**src/rtl/ilkn_pkg.sv**
```systemverilog
// ----------------------------------------------------------------------------
// ilkn_pkg
//   Shared Interlaken lane-layer definitions used by the descrambler and the
//   Meta Frame deframer:
//     - 2-bit framing header codes
//     - 6-bit block-type codes found in DATA[63:58] of framing control words
//     - CRC-32C polynomial and seed
//     - default Sync word
//     - deframer FSM state encoding (also exported for debug observation)
//   No ports; import with `import ilkn_pkg::*;`.
// ----------------------------------------------------------------------------
package ilkn_pkg;

    // Framing header codes. 00 and 11 are illegal on the wire.
    localparam logic [1:0] HDR_DATA = 2'b01;
    localparam logic [1:0] HDR_CTRL = 2'b10;

    // Block types carried in DATA[63:58] of framing-layer control words.
    localparam logic [5:0] BT_SYNC  = 6'b011110;
    localparam logic [5:0] BT_SCRAM = 6'b001010;
    localparam logic [5:0] BT_SKIP  = 6'b000111;
    localparam logic [5:0] BT_DIAG  = 6'b011001;

    // CRC-32C, processed MSB first, not reflected.
    localparam logic [31:0] CRC32C_POLY = 32'h1EDC6F41;
    localparam logic [31:0] CRC_INIT    = 32'hFFFF_FFFF;

    // Sync word shared with the descrambler.
    localparam logic [63:0] SYNC_WORD_DEFAULT = 64'h78f678f678f678f6;

    // Deframer FSM. CHECK is the "frame just ended, Sync must follow" state;
    // the CRC comparison itself happens in the Diag word's own cycle.
    typedef enum logic [1:0] {
        ST_HUNT  = 2'd0,
        ST_FRAME = 2'd1,
        ST_CHECK = 2'd2
    } deframer_state_e;

    // True when the word is a framing control word of the given block type.
    function automatic logic block_is(input logic [1:0]  hdr,
                                      input logic [63:0] data,
                                      input logic [5:0]  bt);
        return (hdr == HDR_CTRL) && (data[63:58] == bt);
    endfunction

endpackage

```
**src/rtl/metaframe_deframer_if.sv**
```systemverilog
// ----------------------------------------------------------------------------
// metaframe_deframer_if
//   Bundles the deframer's lane input and payload/status output signals.
//
//   Handshake: there is no backpressure. DATA_IN/HEADER_IN are consumed on
//   every clock where DATA_VALID_IN=1; a low DATA_VALID_IN is a pause and
//   nothing advances. DATA_OUT/CTRL_OUT are meaningful only in a cycle where
//   VALID_OUT=1, and each such cycle carries exactly one payload word.
//
//   Modports:
//     master - upstream side: drives the lane inputs, observes the outputs
//     slave  - the deframer: consumes the lane inputs, drives the outputs
//   state_dbg exposes the deframer FSM state for observation only.
// ----------------------------------------------------------------------------
interface metaframe_deframer_if #(
    parameter int CNT_WIDTH = 16
);
    import ilkn_pkg::*;

    // Lane input (descrambled, locked words)
    logic [63:0]          DATA_IN;
    logic [1:0]           HEADER_IN;
    logic                 LOCKED_IN;
    logic                 DATA_VALID_IN;

    // Payload output towards lane deskew
    logic [63:0]          DATA_OUT;
    logic                 CTRL_OUT;
    logic                 VALID_OUT;

    // Alignment, error and status reporting
    logic                 ALIGNED;
    logic                 CRC_ERROR;
    logic                 FRAMING_ERROR;
    logic                 LANE_STATUS;
    logic                 LINK_STATUS;
    logic [CNT_WIDTH-1:0] CRC_ERR_CNT;
    logic [CNT_WIDTH-1:0] FRM_ERR_CNT;

    // Debug view of the FSM
    deframer_state_e      state_dbg;

    modport master (
        output DATA_IN, HEADER_IN, LOCKED_IN, DATA_VALID_IN,
        input  DATA_OUT, CTRL_OUT, VALID_OUT, ALIGNED, CRC_ERROR, FRAMING_ERROR,
        input  LANE_STATUS, LINK_STATUS, CRC_ERR_CNT, FRM_ERR_CNT, state_dbg
    );

    modport slave (
        input  DATA_IN, HEADER_IN, LOCKED_IN, DATA_VALID_IN,
        output DATA_OUT, CTRL_OUT, VALID_OUT, ALIGNED, CRC_ERROR, FRAMING_ERROR,
        output LANE_STATUS, LINK_STATUS, CRC_ERR_CNT, FRM_ERR_CNT, state_dbg
    );

endinterface

```
**src/rtl/metaframe_deframer_crc32c_d64.sv**
```systemverilog
// ----------------------------------------------------------------------------
// crc32c_d64
//   Combinational one-word CRC-32C update: advances a 32-bit CRC register by
//   64 data bits, bit 63 first, polynomial 0x1EDC6F41, non-reflected.
//   Seeding, masking and final inversion are left to the caller.
//
//   Ports:
//     crc_i   in  32  current CRC register
//     data_i  in  64  word to absorb (bit 63 enters first)
//     crc_o   out 32  CRC register after the word
// ----------------------------------------------------------------------------
module crc32c_d64
    import ilkn_pkg::*;
(
    input  logic [31:0] crc_i,
    input  logic [63:0] data_i,
    output logic [31:0] crc_o
);

    logic [31:0] c;

    // Bit-serial formulation unrolled by synthesis into the XOR network.
    always_comb begin
        c = crc_i;
        for (int i = 63; i >= 0; i--) begin
            if (c[31] ^ data_i[i]) begin
                c = {c[30:0], 1'b0} ^ CRC32C_POLY;
            end else begin
                c = {c[30:0], 1'b0};
            end
        end
        crc_o = c;
    end

endmodule

```
**src/rtl/metaframe_deframer.sv**
```systemverilog
// ----------------------------------------------------------------------------
// metaframe_deframer
//   Interlaken RX lane framing stage. Locks onto the Meta Frame, strips the
//   Sync / Scrambler-State / Skip / Diagnostic words, checks the per-frame
//   CRC-32C against the Diag word, captures lane/link status from good
//   frames and forwards payload words (data and burst/idle control words)
//   one clock after they arrive.
//
//   Parameters:
//     META_FRAME_LEN  words per Meta Frame incl. the 4 framing words (>= 5)
//     SYNC_WORD       expected Sync word
//     CNT_WIDTH       width of the saturating error counters
//
//   Ports:
//     USER_CLK        in  clock
//     SYSTEM_RESET_N  in  asynchronous active-low reset
//     bus             slave modport of metaframe_deframer_if: lane input,
//                     payload output, ALIGNED, error pulses, status bits,
//                     saturating error counters and FSM debug state
// ----------------------------------------------------------------------------
module metaframe_deframer
    import ilkn_pkg::*;
#(
    parameter int          META_FRAME_LEN = 16,
    parameter logic [63:0] SYNC_WORD      = SYNC_WORD_DEFAULT,
    parameter int          CNT_WIDTH      = 16
) (
    input  logic                 USER_CLK,
    input  logic                 SYSTEM_RESET_N,
    metaframe_deframer_if.slave  bus
);

    localparam int                POS_W    = $clog2(META_FRAME_LEN);
    localparam logic [POS_W-1:0]  POS_SCR  = POS_W'(1);
    localparam logic [POS_W-1:0]  POS_LAST = POS_W'(META_FRAME_LEN - 1);

    // ------------------------------------------------------------------
    // State and registered outputs
    // ------------------------------------------------------------------
    deframer_state_e      state_q,         state_d;
    logic [POS_W-1:0]     pos_q,           pos_d;
    logic [31:0]          crc_q,           crc_d;
    logic [63:0]          data_out_q,      data_out_d;
    logic                 ctrl_out_q,      ctrl_out_d;
    logic                 valid_out_q,     valid_out_d;
    logic                 aligned_q,       aligned_d;
    logic                 crc_error_q,     crc_error_d;
    logic                 framing_error_q, framing_error_d;
    logic                 lane_status_q,   lane_status_d;
    logic                 link_status_q,   link_status_d;
    logic [CNT_WIDTH-1:0] crc_err_cnt_q,   crc_err_cnt_d;
    logic [CNT_WIDTH-1:0] frm_err_cnt_q,   frm_err_cnt_d;

    // ------------------------------------------------------------------
    // Input classification
    // ------------------------------------------------------------------
    logic hdr_bad;
    logic is_sync;
    logic at_last;

    assign hdr_bad = (bus.HEADER_IN == 2'b00) || (bus.HEADER_IN == 2'b11);
    assign is_sync = (bus.HEADER_IN == HDR_CTRL) && (bus.DATA_IN == SYNC_WORD);
    assign at_last = (state_q == ST_FRAME) && (pos_q == POS_LAST);

    // ------------------------------------------------------------------
    // CRC datapath. A single update unit serves every cycle: inside a frame
    // it extends the running CRC; in HUNT/CHECK it seeds a new CRC from the
    // candidate Sync word. The Diag CRC field is absorbed as zeros.
    // ------------------------------------------------------------------
    logic [31:0] crc_seed;
    logic [63:0] crc_word;
    logic [31:0] crc_next;
    logic [31:0] crc_final;

    assign crc_seed  = (state_q == ST_FRAME) ? crc_q : CRC_INIT;
    assign crc_word  = at_last ? {bus.DATA_IN[63:32], 32'h0} : bus.DATA_IN;
    assign crc_final = ~crc_next;

    crc32c_d64 u_crc (
        .crc_i  (crc_seed),
        .data_i (crc_word),
        .crc_o  (crc_next)
    );

    // ------------------------------------------------------------------
    // Next-state logic
    // ------------------------------------------------------------------
    always_comb begin
        state_d         = state_q;
        pos_d           = pos_q;
        crc_d           = crc_q;
        data_out_d      = data_out_q;
        ctrl_out_d      = ctrl_out_q;
        valid_out_d     = 1'b0;
        aligned_d       = aligned_q;
        crc_error_d     = 1'b0;
        framing_error_d = 1'b0;
        lane_status_d   = lane_status_q;
        link_status_d   = link_status_q;

        if (!bus.LOCKED_IN) begin
            // Lost lock: drop alignment regardless of DATA_VALID_IN.
            state_d   = ST_HUNT;
            pos_d     = '0;
            crc_d     = CRC_INIT;
            aligned_d = 1'b0;
        end else if (bus.DATA_VALID_IN) begin
            if (hdr_bad) begin
                framing_error_d = 1'b1;
            end

            case (state_q)
                ST_HUNT: begin
                    aligned_d = 1'b0;
                    if (is_sync) begin
                        state_d = ST_FRAME;
                        pos_d   = POS_SCR;
                        crc_d   = crc_next;
                    end
                end

                ST_FRAME: begin
                    crc_d = crc_next;
                    pos_d = pos_q + POS_W'(1);
                    if (pos_q == POS_SCR) begin
                        if (!block_is(bus.HEADER_IN, bus.DATA_IN, BT_SCRAM)) begin
                            framing_error_d = 1'b1;
                        end
                    end else if (pos_q == POS_LAST) begin
                        // End of frame: the CRC check is folded into this cycle.
                        if (!block_is(bus.HEADER_IN, bus.DATA_IN, BT_DIAG)) begin
                            framing_error_d = 1'b1;
                        end
                        if (crc_final != bus.DATA_IN[31:0]) begin
                            crc_error_d = 1'b1;
                        end else begin
                            lane_status_d = bus.DATA_IN[33];
                            link_status_d = bus.DATA_IN[32];
                        end
                        aligned_d = 1'b1;
                        state_d   = ST_CHECK;
                        pos_d     = '0;
                    end else begin
                        // Payload region: drop Skip words and illegal headers.
                        if (!hdr_bad && !block_is(bus.HEADER_IN, bus.DATA_IN, BT_SKIP)) begin
                            valid_out_d = 1'b1;
                            data_out_d  = bus.DATA_IN;
                            ctrl_out_d  = (bus.HEADER_IN == HDR_CTRL);
                        end
                    end
                end

                ST_CHECK: begin
                    if (is_sync) begin
                        state_d = ST_FRAME;
                        pos_d   = POS_SCR;
                        crc_d   = crc_next;
                    end else begin
                        framing_error_d = 1'b1;
                        state_d         = ST_HUNT;
                        aligned_d       = 1'b0;
                    end
                end

                default: begin
                    state_d   = ST_HUNT;
                    aligned_d = 1'b0;
                end
            endcase
        end

        // Counters saturate and never wrap.
        crc_err_cnt_d = crc_err_cnt_q;
        if (crc_error_d && (crc_err_cnt_q != '1)) begin
            crc_err_cnt_d = crc_err_cnt_q + CNT_WIDTH'(1);
        end
        frm_err_cnt_d = frm_err_cnt_q;
        if (framing_error_d && (frm_err_cnt_q != '1)) begin
            frm_err_cnt_d = frm_err_cnt_q + CNT_WIDTH'(1);
        end
    end

    // ------------------------------------------------------------------
    // Registers
    // ------------------------------------------------------------------
    always_ff @(posedge USER_CLK or negedge SYSTEM_RESET_N) begin
        if (!SYSTEM_RESET_N) begin
            state_q         <= ST_HUNT;
            pos_q           <= '0;
            crc_q           <= CRC_INIT;
            data_out_q      <= '0;
            ctrl_out_q      <= 1'b0;
            valid_out_q     <= 1'b0;
            aligned_q       <= 1'b0;
            crc_error_q     <= 1'b0;
            framing_error_q <= 1'b0;
            lane_status_q   <= 1'b0;
            link_status_q   <= 1'b0;
            crc_err_cnt_q   <= '0;
            frm_err_cnt_q   <= '0;
        end else begin
            state_q         <= state_d;
            pos_q           <= pos_d;
            crc_q           <= crc_d;
            data_out_q      <= data_out_d;
            ctrl_out_q      <= ctrl_out_d;
            valid_out_q     <= valid_out_d;
            aligned_q       <= aligned_d;
            crc_error_q     <= crc_error_d;
            framing_error_q <= framing_error_d;
            lane_status_q   <= lane_status_d;
            link_status_q   <= link_status_d;
            crc_err_cnt_q   <= crc_err_cnt_d;
            frm_err_cnt_q   <= frm_err_cnt_d;
        end
    end

    assign bus.DATA_OUT      = data_out_q;
    assign bus.CTRL_OUT      = ctrl_out_q;
    assign bus.VALID_OUT     = valid_out_q;
    assign bus.ALIGNED       = aligned_q;
    assign bus.CRC_ERROR     = crc_error_q;
    assign bus.FRAMING_ERROR = framing_error_q;
    assign bus.LANE_STATUS   = lane_status_q;
    assign bus.LINK_STATUS   = link_status_q;
    assign bus.CRC_ERR_CNT   = crc_err_cnt_q;
    assign bus.FRM_ERR_CNT   = frm_err_cnt_q;
    assign bus.state_dbg     = state_q;

endmodule

```
**src/flat_wrapper.sv**
```systemverilog
// flat-port wrapper written by rule: the top's interface ports become plain ports
module metaframe_deframer_flat import ilkn_pkg::*;
#(
    parameter int          META_FRAME_LEN = 16,
    parameter logic [63:0] SYNC_WORD      = SYNC_WORD_DEFAULT,
    parameter int          CNT_WIDTH      = 16
)
  (USER_CLK, SYSTEM_RESET_N, bus_DATA_IN, bus_HEADER_IN, bus_LOCKED_IN, bus_DATA_VALID_IN, bus_DATA_OUT, bus_CTRL_OUT, bus_VALID_OUT, bus_ALIGNED, bus_CRC_ERROR, bus_FRAMING_ERROR, bus_LANE_STATUS, bus_LINK_STATUS, bus_CRC_ERR_CNT, bus_FRM_ERR_CNT, bus_state_dbg);
  metaframe_deframer_if #(.CNT_WIDTH(CNT_WIDTH)) bus_i ();
  input  logic USER_CLK;
  input  logic SYSTEM_RESET_N;
  input wire logic [$bits(bus_i.DATA_IN)-1:0] bus_DATA_IN;
  input wire logic [$bits(bus_i.HEADER_IN)-1:0] bus_HEADER_IN;
  input wire logic [$bits(bus_i.LOCKED_IN)-1:0] bus_LOCKED_IN;
  input wire logic [$bits(bus_i.DATA_VALID_IN)-1:0] bus_DATA_VALID_IN;
  output wire logic [$bits(bus_i.DATA_OUT)-1:0] bus_DATA_OUT;
  output wire logic [$bits(bus_i.CTRL_OUT)-1:0] bus_CTRL_OUT;
  output wire logic [$bits(bus_i.VALID_OUT)-1:0] bus_VALID_OUT;
  output wire logic [$bits(bus_i.ALIGNED)-1:0] bus_ALIGNED;
  output wire logic [$bits(bus_i.CRC_ERROR)-1:0] bus_CRC_ERROR;
  output wire logic [$bits(bus_i.FRAMING_ERROR)-1:0] bus_FRAMING_ERROR;
  output wire logic [$bits(bus_i.LANE_STATUS)-1:0] bus_LANE_STATUS;
  output wire logic [$bits(bus_i.LINK_STATUS)-1:0] bus_LINK_STATUS;
  output wire logic [$bits(bus_i.CRC_ERR_CNT)-1:0] bus_CRC_ERR_CNT;
  output wire logic [$bits(bus_i.FRM_ERR_CNT)-1:0] bus_FRM_ERR_CNT;
  output wire logic [$bits(bus_i.state_dbg)-1:0] bus_state_dbg;
  assign bus_i.DATA_IN = bus_DATA_IN;
  assign bus_i.HEADER_IN = bus_HEADER_IN;
  assign bus_i.LOCKED_IN = bus_LOCKED_IN;
  assign bus_i.DATA_VALID_IN = bus_DATA_VALID_IN;
  assign bus_DATA_OUT = bus_i.DATA_OUT;
  assign bus_CTRL_OUT = bus_i.CTRL_OUT;
  assign bus_VALID_OUT = bus_i.VALID_OUT;
  assign bus_ALIGNED = bus_i.ALIGNED;
  assign bus_CRC_ERROR = bus_i.CRC_ERROR;
  assign bus_FRAMING_ERROR = bus_i.FRAMING_ERROR;
  assign bus_LANE_STATUS = bus_i.LANE_STATUS;
  assign bus_LINK_STATUS = bus_i.LINK_STATUS;
  assign bus_CRC_ERR_CNT = bus_i.CRC_ERR_CNT;
  assign bus_FRM_ERR_CNT = bus_i.FRM_ERR_CNT;
  assign bus_state_dbg = bus_i.state_dbg;
  metaframe_deframer #(.META_FRAME_LEN(META_FRAME_LEN), .SYNC_WORD(SYNC_WORD), .CNT_WIDTH(CNT_WIDTH)) u_core (.USER_CLK(USER_CLK), .SYSTEM_RESET_N(SYSTEM_RESET_N), .bus(bus_i));
endmodule
```
**config.mk**
```make
export PLATFORM = sky130hd
export DESIGN_NAME = metaframe_deframer_flat
export DESIGN_NICKNAME = d
export VERILOG_FILES = /design/src/rtl/ilkn_pkg.sv /design/src/rtl/metaframe_deframer_if.sv /design/src/rtl/metaframe_deframer_crc32c_d64.sv /design/src/rtl/metaframe_deframer.sv /design/src/flat_wrapper.sv
export SDC_FILE = /design/constraint.sdc
export NUM_CORES = 1
export LEC_CHECK = 0
export CORE_MARGIN = 2
export CORE_UTILIZATION = 55
export CTS_BUF_LIST = sky130_fd_sc_hd__clkbuf_4
export CTS_CLUSTER_SIZE = 24
export DETAILED_ROUTE_END_ITERATION = 6
export PLACE_DENSITY = 0.77
export SYNTH_ARGS = -nofsm -noshare
export SYNTH_HDL_FRONTEND = slang
export SYNTH_SLANG_ARGS = --single-unit
```
**constraint.sdc**
```tcl
create_clock -name USER_CLK -period 30.6 [get_ports USER_CLK]
set_input_delay 6.12 -clock USER_CLK [delete_from_list [all_inputs] [get_ports USER_CLK]]
set_output_delay 6.12 -clock USER_CLK [all_outputs]
set_load 0.05 [all_outputs]
```
==> flow_summary.json <==
{
  "drt-total-wl_um": 52800,
  "synthCells": 1428,
  "syn_avg_cell_area_um2": 12.8,
  "synthTopCellsByArea": "xnor3_1, xnor2_1, dfrtp_1",
  "num_rows": 66,
  "layout_common_cells": "xnor2_1, xnor3_1, clkdlybuf4s50_1",
  "vias_per_cell": 5.71,
  "critPathTopFamily": "XOR/XNOR gates",
  "cts.path.max_buffers": 2,
  "worst-path-stages": 25,
  "dieArea_um2": 34700,
  "mostFrequentLayoutCell": "xnor2_1",
  "post-place-cells": 2003,
  "drive_above_1_share": 0.166,
  "r2r_start": "u_core.bus.state_dbg[1]$_DFFE_PN0P_",
  "r2r_setup_slack_ns": 17.71,
  "initial_core_util": 0.560,
  "first_iter_violations": 1105,
  "worst_slack_ns": 12.34,
  "synthesis.nets": 1507,
  "grt_setup_unrepaired": "no",
  "preCtsSetupSlack_ns": 11.77,
  "drc": 0,
  "tightest_slew_ns": 1.21,
  "fill_cells": 2506,
  "firstDrtPassIters": 5,
  "path_buf_inv": 1,
  "seq_area_frac_synth": 0.195,
  "grt_max_degree": 73,
  "finClkSkew_ns": 0.0392,
  "clkLatencyLatePin_ns": 0.65,
  "ys_warn_count": 0,
  "nets": 1659,
  "cts_max_level": 4,
  "synth_top_area_cell": "xnor3_1",
  "max_stage_delay_ns": 0.95,
  "die_height_um": 186,
  "vias": 11619,
  "hp-class": "reg -> reg",
  "crit_end": "u_core.bus.LANE_STATUS$_DFFE_PN0P_",
  "synth_ff_type": "dfrtp_1",
  "clkSlewWorstSetupHoldPaths_ns": 0.15,
  "final_max_slew_viol_count": 0,
  "netlist_area_um2": 18300,
  "worst_setup_path_end_kind": "flop",
  "root_buffer": "clkbuf_4",
  "dieWidth_um": 186,
  "dpl.hpwl_um": 42500,
  "cpMostUsedCell": "xnor3_1",
  "cts_made_buffers": 17,
  "place.gp.congestion": 0.981,
  "antenna_found_initial": 1,
  "met1_usage": 0.433,
  "grt_pass1_vias": 11745,
  "yosys.cell_types.count": 69,
  "arrival_ns": 18.77,
  "finalNonFillerCells": 2036,
  "slowest_stage": "a2111oi_4",
  "rr_worst_depth": 28,
  "synth-edff-count": 0,
  "cap_violations": 0,
  "yosys.area.top_type_share": 0.226,
  "grt_pass1_wl_um": 77200,
  "post_cts_buffers": 0,
  "wl_per_cell_um": 26.0,
  "period_share": 0.597,
  "tns_ns": 0,
  "synth-async-reset-ratio": 1.00,
  "syn2layout_area_growth_pct": 13.2,
  "max_slew_margin": 0.191,
  "grt_util_met2": 0.474,
  "cts_hold_buf": 0,
  "start_kind": "input pin",
  "synth_seq_cells": 141,
  "ctsResizeCount": 0,
  "worst_r2r_endpoint": "u_core.bus.LANE_STATUS$_DFFE_PN0P_",
  "gr-usage-met3": 0.0890,
  "grt.overflow.total": 0,
  "ioPinCount": 175,
  "setup_violations": 0,
  "cts_sinks": 141,
  "hold_viol": 0,
  "top_usage_layer": "met2",
  "min_period_ns": 18.26,
  "io_buffers": 174,
  "core_um2": 32600,
  "grt_use_total": 0.312,
  "cp_max_fo": 17,
  "cts_tree": "built",
  "ant_nets": 0,
  "status": "completed",
  "fmax_mhz": 54.8,
  "crit_type": "in -> reg",
  "startpoint": "bus_DATA_IN[58]",
  "required_ns": 31.11
}
==> metal layers <==
layer / wire [µm] / up-vias
met5: 0 / -
met4: 1620 / 0
met3: 4750 / 85
met2: 24200 / 527
met1: 22300 / 5839
li1: - / 5168
==> per-stage QoR <==
step,instance area (µm²),util,hold WS [ns]
floorplan,18300,-,0.482
global placement,20400,0.625,0.475
detailed placement,20400,0.625,0.483
CTS,20700,0.634,0.508
global route,20700,0.634,0.521
finish,20700,0.634,0.502
==> state kept, by name, summed over array words and instances (netlist names) <==
name and flops:
u_core.bus.LINK_STATUS 1, u_core.bus.VALID_OUT 1, u_core.bus.CTRL_OUT 1, u_core.bus.FRAMING_ERROR 1, u_core.bus.CRC_ERR_CNT 16, u_core.pos_q 4, u_core.bus.DATA_OUT 64, u_core.bus.state_dbg 2
u_core.bus.LANE_STATUS 1, u_core.bus.FRM_ERR_CNT 16, u_core.bus.ALIGNED 1, u_core.crc_q 32, u_core.bus.CRC_ERROR 1
==> worst min-delay path by stage <==
| stage | from | to | slack (ns) | depth (start not counted) |
|---|---|---|---|---|
| 2_1_floorplan | u_core.crc_q[0]$_DFFE_PN1P_ | u_core.crc_q[0]$_DFFE_PN1P_ | 0.48 | 2 |
| 3_3_place_gp | u_core.bus.FRM_ERR_CNT[5]$_DFFE_PN0P_ | u_core.bus.FRM_ERR_CNT[5]$_DFFE_PN0P_ | 0.48 | 1 |
| 3_5_place_dp | u_core.bus.CRC_ERR_CNT[5]$_DFFE_PN0P_ | u_core.bus.CRC_ERR_CNT[5]$_DFFE_PN0P_ | 0.48 | 1 |
| 4_1_cts | u_core.bus.CRC_ERR_CNT[5]$_DFFE_PN0P_ | u_core.bus.CRC_ERR_CNT[5]$_DFFE_PN0P_ | 0.51 | 1 |
| 5_1_grt | u_core.bus.CRC_ERR_CNT[5]$_DFFE_PN0P_ | u_core.bus.CRC_ERR_CNT[5]$_DFFE_PN0P_ | 0.52 | 1 |
| 6_report | u_core.bus.FRM_ERR_CNT[10]$_DFFE_PN0P_ | u_core.bus.FRM_ERR_CNT[10]$_DFFE_PN0P_ | 0.50 | 1 |
==> worst register-to-register path: cells and delay by family (launching register included) <==
kind / cells / cell delay (ns)
AO/OA/AOI/OAI: 1 / 0.95
adder cells (fa/ha/maj): 1 / 0.18
AND/OR/NAND/NOR: 3 / 0.62
flip-flops: 1 / 0.44
buffers and inverters: 2 / 0.35
XOR/XNOR: 20 / 9.91
multiplexers: 1 / 0.36
==> logic make-up (layout without fill, tap and decap cells) <==
group	Yosys count	count (layout)	synth area share
and+or+nand+nor	237	237	0.0637
buffers and inverters	61	226	0.0162
other	0	1	0
muxes	72	72	0.0441
AOI/OAI and AO/OA	86	86	0.0334
adders and majority gates	9	9	0.00616
xor gates and xnor gates	822	822	0.641
DFF	141	141	0.195
==> cells in the mapped netlist (2+ instances only) <==
master	number
clkbuf_1	24
xnor2_1	329
xor2_4	14
xnor2_2	40
dfrtp_1	109
nand2b_1	4
mux2i_1	4
nor4_1	3
nand3_1	20
nor4b_1	3
nor2_1	54
ha_1	9
nor2b_1	16
xor2_2	17
nand2_1	81
a2111oi_4	2
xnor3_2	27
buf_2	8
xnor3_1	183
buf_6	3
nand4b_1	3
nor3_1	5
xor3_1	30
xor3_2	9
a2111oi_0	2
inv_1	15
mux2_2	65
o22ai_1	4
and3_1	11
xor2_1	157
and2_1	4
a21oi_1	9
mux2_1	3
dfstp_2	32
buf_4	9
nor4bb_1	3
nand3b_1	2
a31oi_1	36
a211oi_1	14
o21ai_0	8
xnor2_4	14
nand4_1	15
or3_1	2
==> layout make-up <==
class / instances / area (µm²) / share of cell area
clock buffers: 19 / 143 / 0.00690
well taps: 442 / 553 / 0.0267
diodes: 1 / 2.50 / 0.000121
inverters: 15 / 56.3 / 0.00272
multi-input cells: 1226 / 14400 / 0.697
clock inverters: 13 / 155 / 0.00750
flip-flops and latches: 141 / 3570 / 0.173
repair buffers: 179 / 1780 / 0.0861
Power is left out: the tool's default activity adds up to more than one toggle a clock period on the data nets, which glitch-free logic cannot reach.
